### src/rtl/t07_spi_pkg.sv
// Shared definitions for the t07 SPI link (transmitter and receiver).
// Word width and queue depth defaults, plus the receiver frame-state encoding.
package t07_spi_pkg;

    localparam int WORD_W_DEF     = 16;
    localparam int FIFO_DEPTH_DEF = 4;

    typedef enum logic {
        IDLE,
        ACTIVE
    } t07_spi_rx_state_t;

endpackage

### src/rtl/t07_spi_rx_if.sv
// Received-word stream between the SPI receiver (master) and its consumer (slave).
// Carries the FIFO head word, its valid/ready handshake and the current fill level.
interface t07_spi_rx_if #(
    parameter int WORD_W     = 16,
    parameter int FIFO_DEPTH = 4
);

    logic [WORD_W-1:0]            word_out;
    logic                         word_valid;
    logic                         word_ready;
    logic [$clog2(FIFO_DEPTH):0]  fifo_count;

    modport master (
        output word_out,
        output word_valid,
        output fifo_count,
        input  word_ready
    );

    modport slave (
        input  word_out,
        input  word_valid,
        input  fifo_count,
        output word_ready
    );

endinterface

### src/rtl/t07_spi_rx_fifo.sv
// First-word fall-through queue for received words.
// A push into a full queue is accepted only when a pop frees a slot in the same cycle; otherwise drop pulses.
module t07_spi_rx_fifo #(
    parameter int WORD_W     = 16,
    parameter int FIFO_DEPTH = 4
) (
    input  logic                          clk,
    input  logic                          reset,
    input  logic                          push,
    input  logic [WORD_W-1:0]             din,
    output logic                          full,
    input  logic                          pop,
    output logic [WORD_W-1:0]             dout,
    output logic                          empty,
    output logic [$clog2(FIFO_DEPTH):0]   count,
    output logic                          drop
);

    localparam int PTR_W = $clog2(FIFO_DEPTH);
    localparam int CNT_W = PTR_W + 1;

    logic [WORD_W-1:0] mem [FIFO_DEPTH];
    logic [PTR_W-1:0]  wr_ptr;
    logic [PTR_W-1:0]  rd_ptr;
    logic              pop_ok;
    logic              push_ok;

    assign empty   = (count == '0);
    assign full    = (count == CNT_W'(FIFO_DEPTH));
    assign pop_ok  = pop & ~empty;
    assign push_ok = push & (~full | pop_ok);
    assign drop    = push & full & ~pop_ok;
    assign dout    = empty ? '0 : mem[rd_ptr];

    // NOTE: storage has no reset; dout is masked while empty so stale entries never reach the port.
    always_ff @(posedge clk) begin
        if (push_ok) begin
            mem[wr_ptr] <= din;
        end
    end

    always_ff @(posedge clk or posedge reset) begin
        if (reset) begin
            wr_ptr <= '0;
            rd_ptr <= '0;
            count  <= '0;
        end else begin
            if (push_ok) begin
                wr_ptr <= wr_ptr + PTR_W'(1);
            end
            if (pop_ok) begin
                rd_ptr <= rd_ptr + PTR_W'(1);
            end
            case ({push_ok, pop_ok})
                2'b10:   count <= count + CNT_W'(1);
                2'b01:   count <= count - CNT_W'(1);
                default: count <= count;
            endcase
        end
    end

endmodule

### src/rtl/t07_spi_rx.sv
// SPI mode-0 target receiver: oversamples sclk/cs_n/sdata on clk, assembles MSB-first words
// and queues them behind a valid/ready stream, with sticky overflow and frame-error flags.
module t07_spi_rx
    import t07_spi_pkg::*;
#(
    parameter int WORD_W      = WORD_W_DEF,
    parameter int FIFO_DEPTH  = FIFO_DEPTH_DEF,
    parameter int SYNC_STAGES = 2
) (
    input  logic         clk,
    input  logic         reset,
    input  logic         sclk,
    input  logic         cs_n,
    input  logic         sdata,
    input  logic         clr_err,
    output logic         busy,
    output logic         overflow,
    output logic         frame_err,
    t07_spi_rx_if.master stream
);

    localparam int BIT_W = $clog2(WORD_W);
    localparam int CNT_W = $clog2(FIFO_DEPTH) + 1;

    logic [SYNC_STAGES-1:0] sclk_sync;
    logic [SYNC_STAGES-1:0] cs_sync;
    logic [SYNC_STAGES-1:0] sdata_sync;
    logic                   sclk_prev;
    logic                   cs_prev;
    logic                   sclk_s;
    logic                   cs_s;
    logic                   sdata_s;
    logic                   sclk_rise;
    logic                   cs_rise;
    logic                   cs_fall;

    t07_spi_rx_state_t      state;
    logic [WORD_W-2:0]      shift;
    logic [BIT_W-1:0]       bit_cnt;
    logic                   push_q;
    logic [WORD_W-1:0]      din_q;

    logic                   drop;
    logic                   fifo_empty;
    logic                   fifo_full_unused;
    logic [WORD_W-1:0]      head;
    logic [CNT_W-1:0]       count;

    // cs_n synchronizes to its idle level so reset release cannot fake a frame start.
    always_ff @(posedge clk or posedge reset) begin
        if (reset) begin
            sclk_sync  <= '0;
            cs_sync    <= '1;
            sdata_sync <= '0;
            sclk_prev  <= 1'b0;
            cs_prev    <= 1'b1;
        end else begin
            sclk_sync  <= {sclk_sync[SYNC_STAGES-2:0], sclk};
            cs_sync    <= {cs_sync[SYNC_STAGES-2:0], cs_n};
            sdata_sync <= {sdata_sync[SYNC_STAGES-2:0], sdata};
            sclk_prev  <= sclk_sync[SYNC_STAGES-1];
            cs_prev    <= cs_sync[SYNC_STAGES-1];
        end
    end

    assign sclk_s    = sclk_sync[SYNC_STAGES-1];
    assign cs_s      = cs_sync[SYNC_STAGES-1];
    assign sdata_s   = sdata_sync[SYNC_STAGES-1];
    assign sclk_rise = sclk_s & ~sclk_prev;
    assign cs_rise   = cs_s & ~cs_prev;
    assign cs_fall   = ~cs_s & cs_prev;

    always_ff @(posedge clk or posedge reset) begin
        if (reset) begin
            state     <= IDLE;
            busy      <= 1'b0;
            shift     <= '0;
            bit_cnt   <= '0;
            push_q    <= 1'b0;
            din_q     <= '0;
            frame_err <= 1'b0;
            overflow  <= 1'b0;
        end else begin
            push_q <= 1'b0;
            // NOTE: non-blocking throughout, so the error events further down override the clr_err clear.
            if (clr_err) begin
                frame_err <= 1'b0;
                overflow  <= 1'b0;
            end
            if (drop) begin
                overflow <= 1'b1;
            end
            case (state)
                IDLE: begin
                    if (cs_fall) begin
                        state   <= ACTIVE;
                        busy    <= 1'b1;
                        bit_cnt <= '0;
                    end
                end
                ACTIVE: begin
                    // cs_n rising takes priority over a coincident sclk edge.
                    if (cs_rise) begin
                        state   <= IDLE;
                        busy    <= 1'b0;
                        bit_cnt <= '0;
                        if (bit_cnt != '0) begin
                            frame_err <= 1'b1;
                        end
                    end else if (sclk_rise) begin
                        shift <= {shift[WORD_W-3:0], sdata_s};
                        if (bit_cnt == BIT_W'(WORD_W - 1)) begin
                            push_q  <= 1'b1;
                            din_q   <= {shift, sdata_s};
                            bit_cnt <= '0;
                        end else begin
                            bit_cnt <= bit_cnt + BIT_W'(1);
                        end
                    end
                end
                default: state <= IDLE;
            endcase
        end
    end

    t07_spi_rx_fifo #(
        .WORD_W     (WORD_W),
        .FIFO_DEPTH (FIFO_DEPTH)
    ) u_fifo (
        .clk   (clk),
        .reset (reset),
        .push  (push_q),
        .din   (din_q),
        .full  (fifo_full_unused),
        .pop   (stream.word_ready),
        .dout  (head),
        .empty (fifo_empty),
        .count (count),
        .drop  (drop)
    );

    assign stream.word_out   = head;
    assign stream.word_valid = ~fifo_empty;
    assign stream.fifo_count = count;

endmodule

### src/flat_wrapper.sv
// flat-port wrapper written by rule: the top's interface ports become plain ports
module t07_spi_rx_flat import t07_spi_pkg::*;
#(
    parameter int WORD_W      = WORD_W_DEF,
    parameter int FIFO_DEPTH  = FIFO_DEPTH_DEF,
    parameter int SYNC_STAGES = 2
)
  (clk, reset, sclk, cs_n, sdata, clr_err, busy, overflow, frame_err, stream_word_out, stream_word_valid, stream_fifo_count, stream_word_ready);
  t07_spi_rx_if #(.WORD_W(WORD_W), .FIFO_DEPTH(FIFO_DEPTH)) stream_i ();
  input  logic clk;
  input  logic reset;
  input  logic sclk;
  input  logic cs_n;
  input  logic sdata;
  input  logic clr_err;
  output logic busy;
  output logic overflow;
  output logic frame_err;
  output wire logic [$bits(stream_i.word_out)-1:0] stream_word_out;
  output wire logic [$bits(stream_i.word_valid)-1:0] stream_word_valid;
  output wire logic [$bits(stream_i.fifo_count)-1:0] stream_fifo_count;
  input wire logic [$bits(stream_i.word_ready)-1:0] stream_word_ready;
  assign stream_word_out = stream_i.word_out;
  assign stream_word_valid = stream_i.word_valid;
  assign stream_fifo_count = stream_i.fifo_count;
  assign stream_i.word_ready = stream_word_ready;
  t07_spi_rx #(.WORD_W(WORD_W), .FIFO_DEPTH(FIFO_DEPTH), .SYNC_STAGES(SYNC_STAGES)) u_core (.clk(clk), .reset(reset), .sclk(sclk), .cs_n(cs_n), .sdata(sdata), .clr_err(clr_err), .busy(busy), .overflow(overflow), .frame_err(frame_err), .stream(stream_i));
endmodule
### config.mk
export PLATFORM = sky130hd
export DESIGN_NAME = t07_spi_rx_flat
export DESIGN_NICKNAME = d
export VERILOG_FILES = /design/src/rtl/t07_spi_pkg.sv /design/src/rtl/t07_spi_rx_if.sv /design/src/rtl/t07_spi_rx_fifo.sv /design/src/rtl/t07_spi_rx.sv /design/src/flat_wrapper.sv
export SDC_FILE = /design/constraint.sdc
export NUM_CORES = 1
export LEC_CHECK = 0
export ABC_AREA = 1
export CORE_UTILIZATION = 30
export CTS_CLUSTER_SIZE = 28
export DETAILED_ROUTE_END_ITERATION = 12
export GPL_TIMING_DRIVEN = 0
export MAX_ROUTING_LAYER = met4
export SYNTH_ARGS = -nofsm -noshare
export SYNTH_HDL_FRONTEND = slang
export SYNTH_SLANG_ARGS = --single-unit
### constraint.sdc
create_clock -name clk -period 2.3 [get_ports clk]
set_clock_uncertainty 0.2 [all_clocks]
set_input_delay 0.23 -clock clk [delete_from_list [all_inputs] [get_ports clk]]
set_output_delay 0.23 -clock clk [all_outputs]
set_load 0.05 [all_outputs]
Yosys cells after proc, flatten, opt, wreduce, memory -nomap -nowiden --
Memory sizes are Yosys's and may differ from the RTL's. Index checks and enable logic that the tools add are counted.
Storage, ports and cells: memories kept 1, word-level logic and storage cells 78, memory bits (writable) 64, flip-flop bits (word level) 55, output and inout bits 23
Memory list:
- u_core.u_fifo.mem | words 4, width 16, rd ports 1, clocked after Yosys merged registers in 0, write ports 1, line t07_spi_rx_fifo.sv:22 | logic [WORD_W-1:0] mem [FIFO_DEPTH];
Cells by class: add/subtract/negate cells 5, bitwise logic cells 16, reductions and logical operators 8, eq/ne operators 7, muxes and demuxes 25
Operator list (count):
- two-way mux 1 bit | 16
- two-way mux 16 bit | 1
- two-way mux 4 bit | 4
- NOT 1 bit | 8
- case mux 4 bit (2 select lines) | 1
- bitwise AND 1 bit | 7
- case mux 3 bit (2 select lines) | 1
- adder 2 x 1 -> 2 bit (second input constant) | 2
- adder 4 x 1 -> 4 bit (second input constant) | 1
- equality test 4 bit (second input constant) | 1
- inequality test 2 x 1 -> 1 bit (second input constant) | 2
- case mux 1 bit (2 select lines) | 2
- AND reduction 2 bit | 2
- AND reduction 4 bit | 1
- nonzero test 2 bit | 2
- nonzero test 4 bit | 1
- adder 3 x 1 -> 3 bit (second input constant) | 1
- equality test 3 bit (second input constant) | 1
- zero test 3 bit | 1
- inequality test 3 x 1 -> 1 bit (second input constant) | 1
- AND reduction 3 bit | 1
- subtractor 3 x 1 -> 3 bit (second input constant) | 1
- equality test 2 x 1 -> 1 bit (second input constant) | 1
- equality test 2 bit (second input constant) | 1
- bitwise OR 1 bit | 1

Depth between registers and ports, before layout --
word-level depth 7, depth in mapped cells 10

Hierarchy --
Synthesis repeated with hierarchy kept, for this count alone.
Unflattened totals: cells, all modules 450, area, all modules 4878.4 µm²
Modules (own cells, without submodules):
- t07_spi_rx_fifo | seq. area each 2097.0 µm², instances 1, area an instance 2970.3 µm², cells each 248
- t07_spi_rx | seq. area each 1204.9 µm², instances 1, area an instance 1908.1 µm², cells each 202

Least setup slack after synthesis --
No wires, ideal clock.
path type reg2out, from reg u_core.u_fifo.count[0], to out stream_word_out[10], cell stages (with the launch flop) 6, buffers on the path 1, slack -0.539 ns, arrival time 2.409 ns, data required time 1.870 ns, path through dfrtp_1 nor2_1 nand2_1 inv_1 buf_2 a21oi_1
On the way: word-level cells in the longest chain between the ends 2
Ends and longest elaborated chain:
- from (decl) | line t07_spi_rx_fifo.sv:15 | output logic [$clog2(FIFO_DEPTH):0] count,
- from (signal assigned) | line t07_spi_rx_fifo.sv:55 | 2'b10: count <= count + CNT_W'(1);
- from (signal assigned) | line t07_spi_rx_fifo.sv:56 | 2'b01: count <= count - CNT_W'(1);
- from (signal assigned) | line t07_spi_rx_fifo.sv:57 | default: count <= count;
- zero test 3 bit | line t07_spi_rx_fifo.sv:28 | assign empty = (count == '0);
- two-way mux 16 bit | line t07_spi_rx_fifo.sv:33 | assign dout = empty ? '0 : mem[rd_ptr];
- to (decl) | line flat_wrapper.sv:19 | output wire logic [$bits(stream_i.word_out)-1:0] stream_word_out;
Every way passes these cells.

Worst setup path in the final report --
from reg u_core.u_fifo.count[2], to mem u_core.u_fifo.mem[1][15], enable pin
On the way: word-level cells in the longest chain between the ends 7, elaborated cells on any way between the ends 9
Ends and longest elaborated chain:
- zero test 3 bit | line t07_spi_rx_fifo.sv:28
- NOT 1 bit | line t07_spi_rx_fifo.sv:30 | assign pop_ok = pop & ~empty;
- bitwise AND 1 bit | line t07_spi_rx_fifo.sv:30
- bitwise OR 1 bit (*) | line t07_spi_rx_fifo.sv:31 | assign push_ok = push & (~full | pop_ok);
- bitwise AND 1 bit (*) | line t07_spi_rx_fifo.sv:31
- two-way mux 1 bit (*) | line t07_spi_rx_fifo.sv:37 | if (push_ok) begin
- two-way mux 1 bit (not written as such) (*) | line t07_spi_rx_fifo.sv:38 | mem[wr_ptr] <= din;
- to (decl) | line t07_spi_rx_fifo.sv:22
Mark *: on every way between the ends. The rest lies on a longest branch, timed or not.

==> metrics.yaml <==
r2r-start: "u_core.u_fifo.count[2]"
drt.antenna.violating_nets: 0
rsz0062_at_grt: "true"
end_kind: "flop"
finalCriticalPeriod_ns: 2.23
start_util_pct: 31.1
min_to: "u_core.cs_sync[0]"
hold_path_startpoint: "cs_n"
synth_area_per_cell_um2: 11.2
htree_levels: 4
syn_inst: 428
grt_pass1_wl_um: 15800
insertion_delay_ns: 0.40
path_buf_inv: 1
nets: 501
cp_cell_sequence: "inv_1 -> nor2_1 -> nand2_1 -> nand2_1 -> nor2_2"
critPathMaxStageDelay_ns: 0.81
p_leak_nw: 2.44
synthesis.nets: 442
grt_start_max_net_pins: 38
holdWs_ns: 0.0350
drc: 0
gr-total-overflow: 0
synth_cell_types: 22
hold_class: "in -> reg"
vias: 3117
grt_pass1_vias: 3088
cts-root-buf: "clkbuf_16"
wire_per_inst_um: 13.6
n_antenna_cell: 0
ys_seq_elements: 119
multi_input_area_um2: 1360
start_kind: "flop"
cts_buffers: 17
die_x_um: 128
pin_count: 30
peakVddDrop_mv: 0.568
required_ns: 2.12
cp.depth: 5
min_period_over_period_pct: 97.1
path_delay_family: "simple AND/OR/NAND/NOR gates"
antenna_found_initial: 0
via_per_inst: 4.39
worst-path-max-fanout: 16
timing.rr.end: "u_core.u_fifo.mem[1][15]"
dpl.hpwl_um: 6350
status: "finished clean"
crit_type: "reg -> reg"
portBuffers: 29
slew_headroom_pct: 34.4
grt.total_usage_pct: 13.1
synth_area_um2: 4780
worst_path_max_delay_cell: "nor2_2"
dpl_worst_slack_ns: -0.524
core_area_um2: 15400
routed_wl_um: 9630
path_common_cell: "nand2_1"
core.rowCount: 45
crit_arrival_ns: 2.05
power.density_nw_per_um2: 1340
die_area_um2: 16400
syn2layout_area_growth_pct: 30.5
cts_sinks: 119
ff2ff_setup_slack_ns: 0.07
setup_ws_ns: 0.0677
cts_max_path_buffers: 2
r2r_cells: 5
drive_above_1_share_pct: 24.4
holdPathStages: 1
synth_seq_area_share_pct: 69.1
firstDrtPassIters: 5
yosysWarningCount: 0
drtIter0Drc: 261
clk_pin_slew_ns: 0.05
place_congestion: 0.768
hold_violations: 0
cts_tree: "done"
maxCapViolCount: 0
final_max_slew_viol_count: 0
fillers: 1417
worstMarginPinSlew_ns: 0.982
finalSetupViolations: 0
max_freq_mhz: 448
regArea_um2: 3310
fp.dieH_um: 128
==> kinds of logic (layout without fill, tap and decap cells) <==
kind of cell,after synthesis,count (layout),synth area share [%]
xor gates and xnor gates,3,3,0.550
AOI/OAI and AO/OA,92,92,10.9
DFF,119,119,69.1
adders and majority gates,7,7,1.99
and+or+nand+nor,145,145,11.9
buffers and inverters,62,133,5.63
==> worst register-to-register path, delay by kind of cell, from the launching register on <==
kind                   cells  cell delay (ns)
buffers and inverters      1             0.11
flip-flops                 1             0.41
AND/OR/NAND/NOR            4             1.12
==> sequential cells by signal, indices dropped and copies added, names as in the netlist <==
name / flops
u_core.sdata_sync: 2
u_core.u_fifo.rd_ptr: 2
u_core.shift: 15
u_core.busy: 1
u_core.cs_prev: 1
u_core.din_q: 16
u_core.push_q: 1
u_core.u_fifo.wr_ptr: 2
u_core.sclk_sync: 2
u_core.cs_sync: 2
u_core.bit_cnt: 4
u_core.sclk_prev: 1
u_core.frame_err: 1
u_core.u_fifo.count: 3
u_core.overflow: 1
u_core.u_fifo.mem: 64
u_core.state: 1
==> layout by cell type, fill, tap and decap left out, types with 2 or more instances in the layout <==
cell              n
clkbuf_4          5
dfstp_2           3
clkinvlp_4        3
bufinv_16         3
clkdlybuf4s50_1  12
dfrtp_2           4
buf_2             2
nor2_2            5
nand2_1          52
clkbuf_16        18
o21ai_0          37
nand2_2           4
clkinv_2          7
buf_12            3
dfrtp_1          48
inv_2             3
edfxtp_1         64
clkbuf_1          5
a21oi_1           4
nand3_1           7
a21oi_4          10
o21ai_1          19
buf_6            14
a21oi_2           6
nand4_1           2
ha_1              6
xor2_1            3
nor2_1           74
inv_1            39
buf_4            15
o21ai_2          15
==> synth_stat cells, drive strengths merged <==
| master | count | area (um2) |
|---|---|---|
| a21oi | 20 | 100 |
| buf | 10 | 73.8 |
| clkbuf | 8 | 30.0 |
| dfrtp | 52 | 1300 |
| dfstp | 3 | 78.8 |
| edfxtp | 64 | 1920 |
| fa | 1 | 20.0 |
| ha | 6 | 75.1 |
| inv | 44 | 165 |
| nand2 | 56 | 218 |
| nand3 | 7 | 35.0 |
| nand4 | 2 | 12.5 |
| nor2 | 79 | 297 |
| o21ai | 71 | 412 |
| o31ai | 1 | 7.51 |
| or2 | 1 | 6.26 |
| xor2 | 3 | 26.3 |
==> what timing repair did <==
| action | CTS | global route |
|---|---|---|
| gates resized for setup | 122 | 24 |
| hold endpoints to repair | 15 | 0 |
| endpoints found under the setup margin | 24 | 48 |
| cloned | 0 | 1 |
| buffers inserted | 4 | 3 |
| hold buffers | 1 | 0 |
==> cell type report <==
type | instances | share of cell area [%]
Inverter | 44 | 2.77
Clock inverter | 11 | 2.13
Tap cell | 211 | 4.23
Sequential cell | 119 | 53.0
Clock buffer | 20 | 7.16
Buffer | 17 | 2.29
Multi-Input combinational cell | 247 | 21.8
Timing Repair Buffer | 41 | 6.66
==> per-layer routing <==
layer | global-route usage (%) | routed length, um
met1 | 15.5 | 4350
met4 | 6.23 | 130
met2 | 21.2 | 4810
met5 | - | 0
met3 | 3.21 | 350
==> power by group <==
group          total, mW  internal [mW]  switching [mW]
registers           2.46           2.37          0.0965
logic               3.28           1.14            2.14
clock network       2.60           1.71           0.886
==> through the flow <==
stage                      TNS, ns  cell area (um2)  util (%)  power (mW)  std cells
final                            0             6240      40.6        8.34        710
after global routing        -0.800             6240      40.6        8.72        710
after CTS                 -0.00755             6160      40.1        8.24        706
after detailed placement    -19.69             5530      36.0        5.55        671
after global placement      -67.10             5480      35.6        5.50        668
after floorplan                  0             4920         -        4.65        428
==> how the worst max path moves through the flow <==
stage | from | end | slack [ns]
after floorplan | u_core.u_fifo.count[2] | u_core.u_fifo.mem[0][0] | 0.11
after global placement | stream_word_ready | u_core.u_fifo.mem[3][9] | -0.66
after detailed placement | u_core.u_fifo.rd_ptr[0] | stream_word_out[5] | -0.52
after CTS | u_core.u_fifo.rd_ptr[0] | stream_word_out[15] | -0.008
after global routing | u_core.u_fifo.count[2] | u_core.u_fifo.mem[1][3] | -0.03
final | u_core.u_fifo.count[2] | u_core.u_fifo.mem[1][15] | 0.07
Power figures use the tool's default switching activity.
